File: src/rtl/serial_adder_ctrl.sv
// rtl/serial_adder_ctrl.sv - bit-serial add controller sequencing one full-adder cell, LSB first
// Optional subtract mode: define SERIAL_ADDER_SUB_EN to add the i_sub port.

module serial_adder_fa (
  input  logic i_a,
  input  logic i_b,
  input  logic i_cin,
  output logic o_s,
  output logic o_cout
);
  assign o_s    = i_a ^ i_b ^ i_cin;
  assign o_cout = (i_a & i_b) | (i_cin & (i_a ^ i_b));
endmodule

module serial_adder_ctrl #(
  parameter int WIDTH = 8,
  parameter int CNT_W = 5
) (
  input  logic             i_clk,
  input  logic             i_rst,
  input  logic             i_start,
  input  logic [WIDTH-1:0] i_a,
  input  logic [WIDTH-1:0] i_b,
  input  logic             i_cin,
`ifdef SERIAL_ADDER_SUB_EN
  input  logic             i_sub,
`endif
  output logic             o_busy,
  output logic             o_done,
  output logic [WIDTH-1:0] o_s,
  output logic             o_cout,
  output logic             o_ovf
);

  typedef enum logic [1:0] {
    ST_IDLE,
    ST_SHIFT,
    ST_DONE
  } state_t;

  localparam logic [CNT_W-1:0] LAST_BIT = CNT_W'(WIDTH - 1);

  state_t             r_state;
  logic [WIDTH-1:0]   r_a;
  logic [WIDTH-1:0]   r_b;
  logic               r_carry;
  logic [WIDTH-2:0]   r_sum;
  logic [CNT_W-1:0]   r_cnt;

  logic               w_s;
  logic               w_cout;
  logic [WIDTH-1:0]   w_sum_next;
  logic [WIDTH-1:0]   w_b_load;

  // Subtract is A + ~B + Cin, so only B needs conditioning at capture.
`ifdef SERIAL_ADDER_SUB_EN
  assign w_b_load = i_sub ? ~i_b : i_b;
`else
  assign w_b_load = i_b;
`endif

  serial_adder_fa u_fa (
    .i_a    (r_a[0]),
    .i_b    (r_b[0]),
    .i_cin  (r_carry),
    .o_s    (w_s),
    .o_cout (w_cout)
  );

  // Partial sums accumulate in r_sum; o_s is only written with the completed word.
  assign w_sum_next = {w_s, r_sum};

  always_ff @(posedge i_clk) begin
    if (i_rst) begin
      r_state <= ST_IDLE;
      r_a     <= '0;
      r_b     <= '0;
      r_carry <= 1'b0;
      r_sum   <= '0;
      r_cnt   <= '0;
      o_busy  <= 1'b0;
      o_done  <= 1'b0;
      o_s     <= '0;
      o_cout  <= 1'b0;
      o_ovf   <= 1'b0;
    end else begin
      case (r_state)
        ST_IDLE: begin
          if (i_start) begin
            r_a     <= i_a;
            r_b     <= w_b_load;
            r_carry <= i_cin;
            r_cnt   <= '0;
            o_busy  <= 1'b1;
            r_state <= ST_SHIFT;
          end
        end
        ST_SHIFT: begin
          r_a     <= {1'b0, r_a[WIDTH-1:1]};
          r_b     <= {1'b0, r_b[WIDTH-1:1]};
          r_sum   <= w_sum_next[WIDTH-1:1];
          r_carry <= w_cout;
          r_cnt   <= r_cnt + CNT_W'(1);
          if (r_cnt == LAST_BIT) begin
            o_s     <= w_sum_next;
            o_cout  <= w_cout;
            o_ovf   <= r_carry ^ w_cout;
            o_done  <= 1'b1;
            r_state <= ST_DONE;
          end
        end
        ST_DONE: begin
          o_done  <= 1'b0;
          o_busy  <= 1'b0;
          r_state <= ST_IDLE;
        end
        default: r_state <= ST_IDLE;
      endcase
    end
  end

endmodule

File: config.mk
export PLATFORM = sky130hd
export DESIGN_NAME = serial_adder_ctrl
export DESIGN_NICKNAME = d
export VERILOG_FILES = /design/src/rtl/serial_adder_ctrl.sv
export SDC_FILE = /design/constraint.sdc
export NUM_CORES = 1
export LEC_CHECK = 0
export ABC_CLOCK_PERIOD_IN_PS = 1750
export CORE_MARGIN = 2
export CORE_UTILIZATION = 51
export CTS_BUF_LIST = sky130_fd_sc_hd__clkbuf_16
export CTS_CLUSTER_DIAMETER = 60
export CTS_CLUSTER_SIZE = 8
export DETAILED_ROUTE_END_ITERATION = 10
export PLACE_DENSITY = 0.8
export SETUP_SLACK_MARGIN = 0.3
export SLEW_MARGIN = 0
export SYNTH_ARGS = -nofsm -noshare
export SYNTH_HDL_FRONTEND = slang
export SYNTH_SLANG_ARGS = --single-unit
File: constraint.sdc
create_clock -name i_clk -period 1.75 [get_ports i_clk]
set_input_delay 0.4375 -clock i_clk [delete_from_list [all_inputs] [get_ports i_clk]]
set_output_delay 0.4375 -clock i_clk [all_outputs]
set_load 0.1 [all_outputs]
---- Word level (Yosys, flattened, before mapping) ----
Index checks and enable logic that the tools add are counted.
word-level totals
  bits in registers ....................... 43
  input port bits ......................... 20
  output and inout port bits .............. 12
  word-level logic and storage cells ...... 47
cells by class
  add/subtract/negate cells ............... 1
  equal/unequal tests ..................... 5
  muxes and demuxes ....................... 15
  bitwise operators ....................... 6
  reduce and logical (&&, ||, !) cells .... 9
operators by type and width
  kind                   number
  $pmux W8 S2            2
  $mux W8                2
  $pmux W5 S2            1
  $reduce_and A2 Y1      5
  $pmux W1 S2            3
  $reduce_bool A2 Y1     3
  $add A5 B1 Y5 const B  1
  $eq A5 B3 Y1 const B   1
  $mux W5                1
  $mux W2                2
  $ne A2 B2 Y1 const B   2
  $pmux W2 S2            1
  $mux W1                3
  $xor A1 B1 Y1          3
  $and A1 B1 Y1          2
  $eq A2 B1 Y1 const B   1
  $eq A2 B2 Y1 const B   1
  $logic_not A2 Y1       1
  $or A1 B1 Y1           1

---- Logic depth before layout (Yosys ltp) ----
Gate-level depths: netlist of the first run.
  word-level depth ........................ 4
  depth in mapped cells ................... 6
  mapped depth without buffers ............ 4

---- Hierarchy ----
Synthesis of the first run repeated with hierarchy kept, for this count alone.
second synthesis, totals
  cells, all modules ...................... 216
  area, all modules ....................... 1,831.8 um^2
modules (own cells, without submodules)
  module             times used  cells an instance  area each (um^2)  seq. area each (um^2)
  serial_adder_ctrl  1           215                1,811.7           860.8
  serial_adder_fa    1           1                  20.0              0.0

---- Worst setup path before layout of the first run ----
No wires, ideal clock.
  kind .................................... flip-flop to output port
  start point ............................. register o_done
  end point ............................... output port o_done
  data arrival time ....................... 925 ps
  required time ........................... 1,312 ps
  slack ................................... 387 ps
  stages on the path, launching flop included .. 1
  path buffers ............................ 0
  path through ............................ dfxtp_1
RTL lines
  item                    RTL line  RTL
  from (decl)             29        output logic o_done,
  from (signal assigned)  82        o_done <= 1'b0;
  from (signal assigned)  108       o_done <= 1'b1;
  from (signal assigned)  113       o_done <= 1'b0;
No word-level cell between the ends.

---- Final worst setup path of the first run ----
  start point ............................. register r_state[0]
  end point ............................... register r_cnt[3]
between the ends
  longest elaborated chain between the ends .. 3
  elaborated cells between the ends (all ways) .. 6
  classes of those cells .................. 2 x eq/ne; 1 x mux; 3 x reduce/logical
RTL lines
  item                                                                 RTL line  RTL
  from (decl)                                                          43        state_t r_state;
  from (signal assigned)                                               75        r_state <= ST_IDLE;
  from (signal assigned)                                               95        r_state <= ST_SHIFT;
  from (signal assigned)                                               109       r_state <= ST_DONE;
  $eq A2 B1 Y1 or $logic_not A2 Y1 (tied branches)                     87        case (r_state)
  $reduce_bool A2 Y1 (no source line) or $ne A2 B2 Y1 (tied branches)  --
  $reduce_and A2 Y1 (no source line)                                   --
  to (signal assigned)                                                 103       r_cnt <= r_cnt + CNT_W'(1);
  to (decl)                                                            48        logic [CNT_W-1:0] r_cnt;
Parallel ways exist; a longest one is shown, timed or not.
A chain may end at the register's enable or synchronous reset.

==> run_results.csv, run 1 <==
group,metric,value,unit
routing,drt_wl_total,4190,um
global_route,gr-total-overflow,0,
yosys,syn-cell-area,0.00180,mm2
clock_tree,postCtsHoldBufs,0,
min_path,min-delay-start,"r_sum[0]",
finish,final_cell_mix,"dfxtp_1, a21oi_1, nand2_1, nor2_1, clkdlybuf4s50_1",
min_path,holdCritPathClass,"flop to flop",
sta,finClkSkew,3.08,ps
pwr,combPwrFrac,0.126,
finish,fin_nets,276,
sta,final-hold-violation-count,0,
finish,antenna_cells,0,
global_route,globalRouteTotalUtil,0.228,
global_route,grt_pass1_vias,1562,
clock_tree,cts_tree,"done",
job,maxCapViolations,0,
routing,drt_iter0_markers,108,
sta,fin_crit,1460,ps
placed_design,gp_congestion,0.776,
yosys,synth_warnings,0,
yosys,ys_types,33,
pwr,ir_drop,0.634,mV
setup_path,critical_path_class,"flop to flop",
clock_tree,path_clk_slew,50,ps
yosys,synth_area_per_cell,8.20,um2
placed_design,dpl-instance-area,0.00233,mm2
yosys,syn_nets,242,
sta,grt_setup_unrepaired,"yes",
setup_path,setup.worst_path.start,"r_state[0]",
pwr,p_leak,0.947,nW
clock_tree,cts_inserted_buffers,5,
routing,wire_per_inst,14.0,um
floorplan,die_w,63.5,um
outcome,status,"finished clean",
pwr,power_switching,0.000515,W
routing,drc,0,
floorplan,start_util,0.536,
floorplan,core_area,0.00336,mm2
finish,finish.instance_area,0.00250,mm2
setup_path,cp_max_fo,11,
routing,vias_per_cell,5.46,
setup_path,crit_path_end_kind,"flop",
setup_path,r2r_end,"r_cnt[3]",
finish,syn2layout_area_growth,38.5,%
min_path,whs_path_depth,2,
routing,dr_total_vias,1638,
clock_tree,clock_path_buffers,2,
finish,fin_util,0.743,
sta,setup_viol,0,
placed_design,port_buffers,31,
finish,final_common_cell,"dfxtp_1",
global_route,grt_first_pass_wirelength,7120,um
setup_path,rrSetupSlack,290,ps
floorplan,rows,21,
setup_path,reg2regPathDepth,3,
pwr,power_frac_clock,0.391,
pwr,p_int,0.00167,W
finish,final_layout_size_suffix_gt1_frac,0.161,
routing,dr.pass1.iters,4,
routing,ant_nets,0,
setup_path,cp_data_arrival_time,1660,ps
global_route,grt_max_degree,32,
pwr,power.density,874,mW/mm2
sta,whs,465,ps
pwr,swShare,0.236,
floorplan,pin_count,32,
finish,seqCellArea,863,um2
finish,multi_input_area,852,um2
sta,tightest_slew,375,ps
yosys,synthCells,220,
clock_tree,clockRootBuffer,"clkbuf_16",
setup_path,r2r_start,"r_state[0]",
pwr,pwr-share-seq,0.483,
floorplan,die_area,0.00403,mm2
min_path,min_to,"r_sum[0]",
yosys,ys_seq_area_frac,0.477,
sta,drv_slew,0,
sta,tns,0,ps
clock_tree,htreeDepth,2,
clock_tree,cts_num_sinks,43,
setup_path,start_kind,"flop",
sta,max_slew_margin,0.749,
yosys,synth_seq_cells,43,
sta,fmax,683,MHz
placed_design,post-dp-hpwl,2710,um
finish,fill_cells,271,
floorplan,die_h,63.5,um
clock_tree,clk_latency,280,ps
sta,period_share,0.837,
setup_path,required,1940,ps
global_route,antenna_found_initial,0,
-- registers in the layout (all words and copies together) (netlist names) --
name     flops
o_busy       1
o_cout       1
o_done       1
o_ovf        1
o_s          8
r_a          8
r_b          8
r_carry      1
r_cnt        5
r_state      2
r_sum        7
-- synthesized netlist by cell type --
cell	instances	area share
nand3b_1	1	0.0042
a22oi_1	1	0.0042
fa_1	1	0.011
or3b_1	1	0.0049
nand2_1	35	0.073
buf_4	1	0.0042
nand2b_1	2	0.0069
o21ai_0	9	0.025
nor3b_1	1	0.0042
clkbuf_2	1	0.0028
a311oi_1	3	0.015
o21bai_2	1	0.0062
a211oi_1	15	0.062
or2_0	1	0.0035
nor2_1	18	0.037
buf_6	1	0.0062
a21oi_1	36	0.10
and2b_1	2	0.0083
inv_1	2	0.0042
nor2b_1	3	0.010
nand3_1	14	0.039
buf_2	9	0.025
o211a_1	1	0.0056
clkbuf_1	7	0.015
dfxtp_1	43	0.48
or2_2	1	0.0035
o21ba_2	1	0.0056
ha_1	1	0.0069
nor3_1	2	0.0056
o22ai_1	2	0.0069
xnor2_1	1	0.0049
a31oi_1	2	0.0069
and3b_1	1	0.0049
-- layout make-up --
class,instances,share of cell area
clock buffers,5,0.0501
clock inverters,2,0.00351
inverters,2,0.00301
multi-input cells,156,0.341
flip-flops and latches,43,0.346
well taps,46,0.0230
repair buffers,46,0.233
-- worst max path at each step --
stage | cells after the start | endpoint | slack, ps
after floorplan | 0 | o_done | 390
after global placement | 5 | r_b[3] | 100
after detailed placement | 5 | r_b[3] | 60
after CTS | 3 | r_cnt[3] | 280
after global routing | 3 | r_cnt[3] | 220
final | 3 | r_cnt[3] | 290
-- metrics by stage --
step	cells	setup WS [ps]	total power [W]
floorplan	220	387	0.00122
global placement	291	102	0.00134
detailed placement	291	59.5	0.00134
CTS	298	275	0.00219
global route	300	216	0.00227
finish	300	286	0.00218
-- power groups by stage --
stage / logic [W] / clock network (W) / registers [W]
4_1_cts: 0.000272 / 0.000863 / 0.00105
3_3_place_gp: 0.000263 / 0 / 0.00107
2_1_floorplan: 0.000148 / 0 / 0.00108
3_5_place_dp: 0.000266 / 0 / 0.00107
5_1_grt: 0.000299 / 0.000915 / 0.00106
6_report: 0.000274 / 0.000854 / 0.00105
-- per-layer routing --
layer | track usage | up-vias | part of all wire
met3 | 0.0661 | 9 | 0.040
met2 | 0.368 | 33 | 0.49
met5 | 0 | - | 0
met1 | 0.283 | 764 | 0.44
li1 | - | 832 | -
met4 | 0.101 | 0 | 0.020
-- critical path: stages, from the launching register on --
cell,delay [ps]
dfxtp_2,430
or3b_4,470
or2_0,260
a31oi_1,210
-- kinds of logic (layout without fill, tap and decap cells) --
logic type / after synthesis / count (layout) / share of synthesized area
fa+ha+maj: 2 / 2 / 0.0180
buf+inv: 21 / 55 / 0.0569
simple gates: 82 / 82 / 0.205
xor+xnor: 1 / 1 / 0.00486
compound gates: 71 / 71 / 0.237
flops: 43 / 43 / 0.477
-- timing repair --
action | CTS | global route
resized for setup | 2 | 5
gates cloned | 0 | 0
endpoints found under the hold margin | 0 | 0
endpoints found under the setup margin | 10 | 28
buffers inserted | 0 | 2
Power figures use the tool's default switching activity.
==> run 2, diff against run 1 <==
--- a/config.mk
+++ b/config.mk
@@ -5,14 +5,14 @@
 export SDC_FILE = /design/constraint.sdc
 export NUM_CORES = 1
 export LEC_CHECK = 0
-export ABC_CLOCK_PERIOD_IN_PS = 1750
+export ABC_CLOCK_PERIOD_IN_PS = 1200
 export CORE_MARGIN = 2
-export CORE_UTILIZATION = 51
+export CORE_UTILIZATION = 46
 export CTS_BUF_LIST = sky130_fd_sc_hd__clkbuf_16
 export CTS_CLUSTER_DIAMETER = 60
 export CTS_CLUSTER_SIZE = 8
 export DETAILED_ROUTE_END_ITERATION = 10
-export PLACE_DENSITY = 0.8
+export PLACE_DENSITY = 0.76
 export SETUP_SLACK_MARGIN = 0.3
 export SLEW_MARGIN = 0
 export SYNTH_ARGS = -nofsm -noshare
==> constraint.sdc (replaced) <==
create_clock -name i_clk -period 1.2 [get_ports i_clk]
set_input_delay 0.3 -clock i_clk [delete_from_list [all_inputs] [get_ports i_clk]]
set_output_delay 0.3 -clock i_clk [all_outputs]
set_load 0.1 [all_outputs]
==> run 2 against run 1 <==
The run now ends with negative setup slack left. Global-route usage is 3.5 points higher. Fmax up 10%. Clock skew rose by 0.90 ps. First-iteration DRC count is 37% higher. Register-to-register slack lost 410 ps. Clock power increased by 50%. Cell area grew 28%. Utilization increased by 11 points. Setup slack lost 410 ps. Wire length grew 65%. Largest power group unchanged.
==> run_results.csv, run 2 (same netlist as run 1, synthesis figures left out) <==
group,metric,value,unit
min_path,whs_path_depth,2,
placed_design,port_buffers,31,
floorplan,rows,22,
routing,dr.pass1.iters,4,
clock_tree,clock_path_buffers,2,
clock_tree,cts_tree,"done",
global_route,grt_pass1_vias,1837,
sta,max_slew_margin,0.812,
clock_tree,cts_inserted_buffers,5,
pwr,p_leak,1.17,nW
pwr,p_int,0.00256,W
routing,drt_iter0_markers,148,
outcome,status,"finished with violations",
pwr,ir_drop,0.794,mV
floorplan,pin_count,32,
sta,tightest_slew,279,ps
pwr,pwr-share-seq,0.438,
min_path,holdCritPathClass,"flop to flop",
floorplan,die_h,66.6,um
setup_path,crit_path_max_incr_delay,450,ps
sta,grt_setup_unrepaired,"yes",
clock_tree,clk_latency,280,ps
finish,final_cell_mix,"nand2_1, dfxtp_1, a21oi_2, buf_4",
global_route,grt_max_degree,35,
clock_tree,postCtsHoldBufs,0,
sta,setup_viol,33,
finish,multi_input_area,0.00115,mm2
placed_design,place_ws,-438,ps
sta,fin_crit,1330,ps
setup_path,crit_chain,"or3b_4 > or2_0 > a31oi_1",
setup_path,cp_max_fo,10,
job,maxCapViolations,0,
finish,final_common_cell,"nand2_1",
finish,fin_util,0.857,
setup_path,cp_slowest_cell,"or3b_4",
finish,final_layout_size_suffix_gt1_frac,0.504,
sta,period_share,1.11,
setup_path,required,1400,ps
outcome,violations,"negative setup slack",
finish,fill_cells,178,
global_route,grt_first_pass_wirelength,8660,um
finish,seqCellArea,917,um2
global_route,gr-total-overflow,0,
routing,wire_per_inst,20.9,um
routing,drc,0,
floorplan,die_w,66.6,um
sta,whs,477,ps
pwr,combPwrFrac,0.194,
routing,ant_nets,0,
floorplan,die_area,0.00444,mm2
sta,final-hold-violation-count,0,
global_route,globalRouteTotalUtil,0.263,
setup_path,start_kind,"flop",
finish,fin_nets,303,
setup_path,reg2regPathDepth,3,
sta,finClkSkew,3.98,ps
finish,syn2layout_area_growth,76.6,%
clock_tree,path_clk_slew,60,ps
finish,top_regs,"o_s x8, r_a x8, r_b x8",
global_route,antenna_found_initial,0,
setup_path,cp_data_arrival_time,1530,ps
setup_path,crit_path_end_kind,"flop",
pwr,power_switching,0.000919,W
sta,fmax,753,MHz
clock_tree,cts_num_sinks,43,
pwr,swShare,0.264,
routing,dr_total_vias,2029,
sta,drv_slew,0,
clock_tree,clockRootBuffer,"clkbuf_16",
floorplan,core_area,0.00372,mm2
routing,vias_per_cell,6.15,
pwr,power.density,1090,mW/mm2
clock_tree,htreeDepth,2,
placed_design,gp_congestion,0.747,
placed_design,post-dp-hpwl,3080,um
finish,antenna_cells,0,
setup_path,rrSetupSlack,-130,ps
routing,drt_wl_total,6900,um
setup_path,critical_path_class,"flop to flop",
pwr,power_frac_clock,0.369,
sta,fin_ws,-128,ps
floorplan,start_util,0.485,
[run 2: cell types whose count changed in the layout (fill, tap and decap cells not counted), sizes merged]
cell / previous run / this run
clkdlybuf4s50: 18 / 17
dlygate4sd2: 0 / 2
clkbuf: 5 / 7
dlymetal6s2s: 1 / 0
nand3b: 1 / 2
clkinv: 2 / 3
buf: 27 / 51
[run 2: worst max-delay path, delay by kind of cell (launching register included)]
kind | cells | cell delay [ps]
flops | 1 | 370
simple gates | 2 | 690
compound gates | 1 | 180
[run 2: what timing repair did]
| item | CTS | global route |
|---|---|---|
| hold endpoints to repair | 0 | 0 |
| pin swaps | 9 | 29 |
| endpoints found under the setup margin | 55 | 55 |
| gates cloned | 3 | 3 |
| gates resized for setup | 35 | 56 |
| setup buffers | 5 | 2 |
[run 2: through the flow]
stage	total power [W]	setup TNS [ps]	instances	cell area (um2)
floorplan	0.00182	-485	220	1980
global placement	0.00200	-8250	309	2580
detailed placement	0.00201	-9490	309	2580
CTS	0.00333	-26.2	325	2900
global route	0.00361	-2960	330	3180
finish	0.00348	-1870	330	3180
[run 2: cell type report]
type                    instances  share of cell area
inverters                       2             0.00236
repair buffers                 72               0.287
clock buffers                   5              0.0393
flip-flops and latches         43               0.288
clock inverters                 3             0.00472
well taps                      48              0.0189
multi-input cells             157               0.360
[run 2: power by group through the flow]
stage | logic, W | clock network (W) | registers, W
finish | 0.000675 | 0.00128 | 0.00152
global route | 0.000707 | 0.00137 | 0.00153
CTS | 0.000523 | 0.00129 | 0.00152
detailed placement | 0.000472 | 0 | 0.00154
global placement | 0.000460 | 0 | 0.00154
floorplan | 0.000270 | 0 | 0.00155
[run 2: path summary, 6_finish.rpt]
kind | endpoint | start
setup / recovery | r_cnt[3] | r_state[0]
hold / removal | o_s[3] | r_sum[3]
setup reg to reg | r_cnt[3] | r_state[0]
hold reg to reg | o_s[3] | r_sum[3]
[run 2: routing by layer]
| metal | share of wire | wire [um] | vias to the layer above | track usage |
|---|---|---|---|---|
| li1 | - | - | 892 | - |
| met1 | 0.38 | 2610 | 989 | 0.306 |
| met2 | 0.51 | 3530 | 119 | 0.450 |
| met3 | 0.071 | 490 | 29 | 0.0777 |
| met4 | 0.040 | 274 | 0 | 0.105 |
| met5 | 0 | 0 | - | 0 |
==> run 3, diff against run 2 <==
--- a/config.mk
+++ b/config.mk
@@ -6,6 +6,7 @@
 export NUM_CORES = 1
 export LEC_CHECK = 0
 export ABC_CLOCK_PERIOD_IN_PS = 1200
+export CAP_MARGIN = 30
 export CORE_MARGIN = 2
 export CORE_UTILIZATION = 46
 export CTS_BUF_LIST = sky130_fd_sc_hd__clkbuf_16
==> results of run 3 <==
The final DEF is identical to that of run 2; final timing and power are the same.
==> RTL change 1 (flow settings as in run 3) <==
Add a define of `SERIAL_ADDER_SUB_EN`.
--- a/src/rtl/serial_adder_ctrl.sv
+++ b/src/rtl/serial_adder_ctrl.sv
@@ -2,2 +2,4 @@
 // Optional subtract mode: define SERIAL_ADDER_SUB_EN to add the i_sub port.
+
+`define SERIAL_ADDER_SUB_EN
 
Interface: changed (added i_sub); port bits go from 32 to 33. No check against the original RTL was run, so the function may have changed too.
==> RTL change 1 against run 3 <==
The run still ends with negative setup slack left; cell area grew 4.0%; clock skew up 2.8 ps; sequential cell count unchanged; worst setup slack better by 77 ps; combinational power increased by 4.3%; wire length fell by 16%; utilization shrank 1.7 points; area after synthesis rose by 2.8%; total power rose by 8.0%.
==> RTL change 1: results (changes against run 3) <==
placed insts=298 (was 309); Area contributors post-synth=dfxtp_1 (46%), a21oi_1 (7.6%), o21ai_0 (4.3%) (was dfxtp_1 (48%), a21oi_1 (10%), nand2_1 (7.3%)); post-cts sizing count=48 (was 35); met1 wire length=2220 um (was 2610 um); area of placed instances=2650 um2 (was 2580 um2); WHS Endpoint=o_s[0]$_SDFFE_PP0P_ (was o_s[3]$_SDFFE_PP0P_); Pleak=1.25 nW (was 1.17 nW); RR Endpoint=r_cnt[4]$_SDFFE_PP0P_ (was r_cnt[3]$_SDFFE_PP0P_); Post-DP HPWL=2970 um (was 3080 um); Final WS setup=-51.2 ps (was -128 ps); final setup fails=15 (was 33); P_clk=1.52 mW (was 1.28 mW); first-pass GRT wire length=8000 um (was 8660 um); skew final=6.80 ps (was 3.98 ps); hold_sp=r_sum[0]$_SDFFE_PP0P_ (was r_sum[3]$_SDFFE_PP0P_); failing checks=negative setup slack (unchanged); status=complete, but fails checks (unchanged); # nets final=294 (was 303); number of DRC markers in iteration 0=96 (was 148); Post-Syn Nets=226 (was 242); GRT met3 Usage=6.50% (was 7.77%); Data arrival, critical path=1430 ps (was 1530 ps); Fin Setup TNS=-361 ps (was -1870 ps); Switching Power=0.956 mW (was 0.919 mW); GR Util met2=43.9% (was 45.0%); worst-skew pair later-pin latency=290 ps; Seq/Total Area, Yosys=46.5% (was 47.7%); VDD IR max=862 uV (was 794 uV); pre-CTS WS=-364 ps (was -438 ps); met3 wire length=230 um (was 490 um); vias per inst=5.70 (was 6.15); Pre-antenna DRT Iters=6 (was 4); vias in the first global route=1767 (was 1837); sequential power share=40.8% (was 43.8%); GR Util met1=26.7% (was 30.6%); maximum number of pins on one net before global-route repair=19 (was 35); share of layout cells above drive strength 1=57.7% (was 50.4%); Final Hold Slack=473 ps (was 477 ps); Crit Path Max Fanout=6 (was 10); Slew HR=82.5% (was 81.2%); RePlAce Congestion=0.856 (was 0.747); Routed WL per cell=17.9 um (was 20.9 um); top post-synthesis cells by count=dfxtp_1 (43), a21oi_1 (28), nand2_1 (17) (was dfxtp_1 (43), a21oi_1 (36), nand2_1 (35)); port buffer count=32 (was 31); post-CTS setup buffers=12 (was 5); fin cells=322 (was 330); Total Routing Usage GR=24.2% (was 26.3%)
-- RTL change 1: cell types whose count changed after synthesis, sizes merged, moves of 3 or more --
cell,delta
nand2,-18
a211oi,-14
a22oi,+9
o21ai,+9
o22ai,+9
a21oi,-8
xnor2,+7
nor2,-6
nand3,-5
o2bb2ai,+4
clkbuf,-3
nor3b,+3
-- RTL change 1: cell families after synthesis --
kind of cell | synth area share, %
adders and majority gates | 1.76
DFF | 46.5
AOI/OAI and AO/OA | 25.4
buffers and inverters | 6.08
xor gates and xnor gates | 4.25
muxes | 1.22
and+or+nand+nor | 14.9
-- RTL change 1: critical path, stage by stage (launching register included) --
cell and delay [ps]:
dfxtp_4 400, nor2b_4 230, nand4_1 180, mux2_4 330
-- RTL change 1: area by class of cell --
type | count | area (um2)
inverter | 4 | 15.0
timing repair buffer | 76 | 916
sequential | 43 | 921
fill | 183 | 629
clock buffer | 5 | 125
multi-input combinational | 141 | 1230
tap | 50 | 62.6
clock inverter | 3 | 38.8
==> RTL change 2 (config.mk and constraints of run 3) <==
Without the edit above. Register the output `o_done` once more; this adds one clock of latency there. The other outputs are not delayed to match.
--- a/src/rtl/serial_adder_ctrl.sv
+++ b/src/rtl/serial_adder_ctrl.sv
@@ -42,2 +42,4 @@
 
+  logic o_done_s0;
+
   state_t             r_state;
@@ -81,3 +83,3 @@
       o_busy  <= 1'b0;
-      o_done  <= 1'b0;
+      o_done_s0 <= 1'b0;
       o_s     <= '0;
@@ -107,3 +109,3 @@
             o_ovf   <= r_carry ^ w_cout;
-            o_done  <= 1'b1;
+            o_done_s0 <= 1'b1;
             r_state <= ST_DONE;
@@ -112,3 +114,3 @@
         ST_DONE: begin
-          o_done  <= 1'b0;
+          o_done_s0 <= 1'b0;
           o_busy  <= 1'b0;
@@ -121,2 +123,6 @@
 
+  always_ff @(posedge i_clk) begin
+    o_done <= o_done_s0;
+  end
+
 endmodule
Formal check against the unedited RTL: not equivalent (Yosys sat finds a counterexample within 10 cycles, from zero or initial values and one cycle with i_rst high).
==> RTL change 2 against run 3 <==
The flow still finishes with violations (negative setup slack); critical path depth unchanged; area after synthesis increased by 1.1%; wire length increased by 1.5%; sequential cell count increased by 1; worst setup slack got worse by 92 ps; clock power increased by 16%; sequential power increased by 3%; total power increased by 8.2%; cell area increased by 3.0%; critical path type unchanged; critical endpoint unchanged; largest power group unchanged.
==> RTL change 2: results (changes against run 3) <==
maximum root-to-sink buffer count=2 (unchanged); Total Routing Usage GR=26.6% (was 26.3%); ANT nets after route=0 (unchanged); antenna violations before repair=0 (unchanged); hold_sp=o_done_s0$_SDFFE_PP0P_ (was r_sum[3]$_SDFFE_PP0P_); critical path's top delay family=simple AND/OR/NAND/NOR gates (unchanged); share of layout cells above drive strength 1=53.9% (was 50.4%); Post-Syn Nets=243 (was 242); final setup fails=33 (unchanged); Syn. warnings=0 (unchanged); VDD IR max=806 uV (was 794 uV); hold depth=0 (was 2); TritonCTS Buffers=5 (unchanged); vias in the first global route=1816 (was 1837); number of DRC markers in iteration 0=143 (was 148); Pre-antenna DRT Iters=4 (unchanged); port buffer count=31 (unchanged); first-pass GRT wire length=8800 um (was 8660 um); skew final=9.22 ps (was 3.98 ps); max cap viols=0 (unchanged); # nets final=301 (was 303); failing checks=negative setup slack (unchanged); RR Startpoint=r_cnt[3]$_SDFFE_PP0P_ (was r_state[0]$_SDFFE_PP0P_); asr flop ratio synth=0% (unchanged); Clk pin slew, worst setup/hold paths=70 ps; maximum number of pins on one net before global-route repair=29 (was 35); pre-CTS WS=-356 ps (was -438 ps); RePlAce Congestion=0.756 (was 0.747); WHS Endpoint=o_done$_DFF_P_ (was o_s[3]$_SDFFE_PP0P_); Post-DP HPWL=3040 um (was 3080 um); Crit Path Max Fanout=5 (was 10); Slew HR=81.4% (was 81.2%); ANT cells=0 (unchanged); FF-to-FF path depth=3 (unchanged); top post-synthesis cells by count=dfxtp_1 (44), a21oi_1 (36), nand2_1 (35) (was dfxtp_1 (43), a21oi_1 (36), nand2_1 (35)); RR Endpoint=r_cnt[3]$_SDFFE_PP0P_ (unchanged); Pleak=1.21 nW (was 1.17 nW); Seq/Total Area, Yosys=48.3% (was 47.7%); vias per inst=6.04 (was 6.15); Area contributors post-synth=dfxtp_1 (48%), a21oi_1 (9.9%), nand2_1 (7.2%) (was dfxtp_1 (48%), a21oi_1 (10%), nand2_1 (7.3%)); post-synth cell types=33 (unchanged); Data arrival, critical path=1610 ps (was 1530 ps); H-tree levels=2 (unchanged); Routed WL per cell=21.4 um (was 20.9 um); worst-skew pair later-pin latency=290 ps; Post-synth EDFFs=0 (unchanged); Final WS setup=-220 ps (was -128 ps); status=complete, but fails checks (unchanged)
RTL change 2: cell count changes in the layout (fill, tap and decap cells not counted), moves of 3 or more:
cell / change
nand2_1: -5
nor2_2: +3
nand2_2: +3
a211oi_1: -4
a211oi_2: +4
nor2_1: -5
nand3_2: -5
nand3_1: +5
RTL change 2: power by group:
part	internal, mW	switching [mW]	total (mW)
Combinational	0.358	0.357	0.715
Sequential	1.50	0.0685	1.56
Clock	0.895	0.594	1.49
RTL change 2: worst max path at each step:
stage	startpoint	endpoint	slack [ps]
2_1_floorplan	r_state[1]$_SDFFE_PP0P_	r_cnt[3]$_SDFFE_PP0P_	-70
3_3_place_gp	i_start	r_carry$_SDFFE_PP0P_	-320
5_1_grt	r_state[1]$_SDFFE_PP0P_	r_b[4]$_SDFFE_PP0P_	-230
6_report	r_cnt[3]$_SDFFE_PP0P_	r_cnt[3]$_SDFFE_PP0P_	-220
4_1_cts	r_state[1]$_SDFFE_PP0P_	r_carry$_SDFFE_PP0P_	-30
3_5_place_dp	i_start	r_b[2]$_SDFFE_PP0P_	-360
RTL change 2: what timing repair did:
| action | 4_1_cts | 5_1_grt |
|---|---|---|
| setup buffers | 2 | 4 |
| endpoints found under the setup margin | 55 | 55 |
| gates cloned | 3 | 3 |
| pin swaps | 10 | 15 |
| gates resized for setup | 39 | 63 |
| endpoints found under the hold margin | 0 | 0 |
RTL change 2: cell families after synthesis:
group           after synthesis  share of synthesized area [%]
simple gates                 82                           20.3
flops                        44                           48.3
xor+xnor                      1                          0.481
fa+ha+maj                     2                           1.78
buf+inv                      21                           5.63
compound gates               71                           23.5
RTL change 2: area by class of cell:
| type | count | area, um2 |
|---|---|---|
| Multi-Input combinational cell | 157 | 1210 |
| Timing Repair Buffer | 69 | 900 |
| Clock inverter | 2 | 12.5 |
| Sequential cell | 44 | 937 |
| Clock buffer | 6 | 150 |
| Tap cell | 48 | 60.1 |
| Inverter | 2 | 7.51 |
| Fill cell | 162 | 464 |
RTL change 2: through the flow:
step / total power, mW / instances / TNS [ps] / area (um2) / hold WS, ps
after floorplan: 1.86 / 221 / -480 / 2000 / 329
after global placement: 2.02 / 308 / -7650 / 2570 / 332
after detailed placement: 2.04 / 308 / -8540 / 2570 / 338
after CTS: 3.57 / 321 / -102 / 2970 / 343
after global routing: 3.87 / 328 / -3270 / 3280 / 370
final: 3.77 / 328 / -2050 / 3280 / 364
RTL change 2: per-layer routing:
metal  track usage [%]  share of wire [%]
met1              31.5                 41
met2              45.6                 50
met5                 0                  0
met4              10.2                3.4
met3              7.26                5.3
RTL change 2: worst register-to-register path, stage by stage, from the launching register on:
cell and delay, ps:
dfxtp_1 360, or3b_4 450, or2_0 270, a31oi_1 240
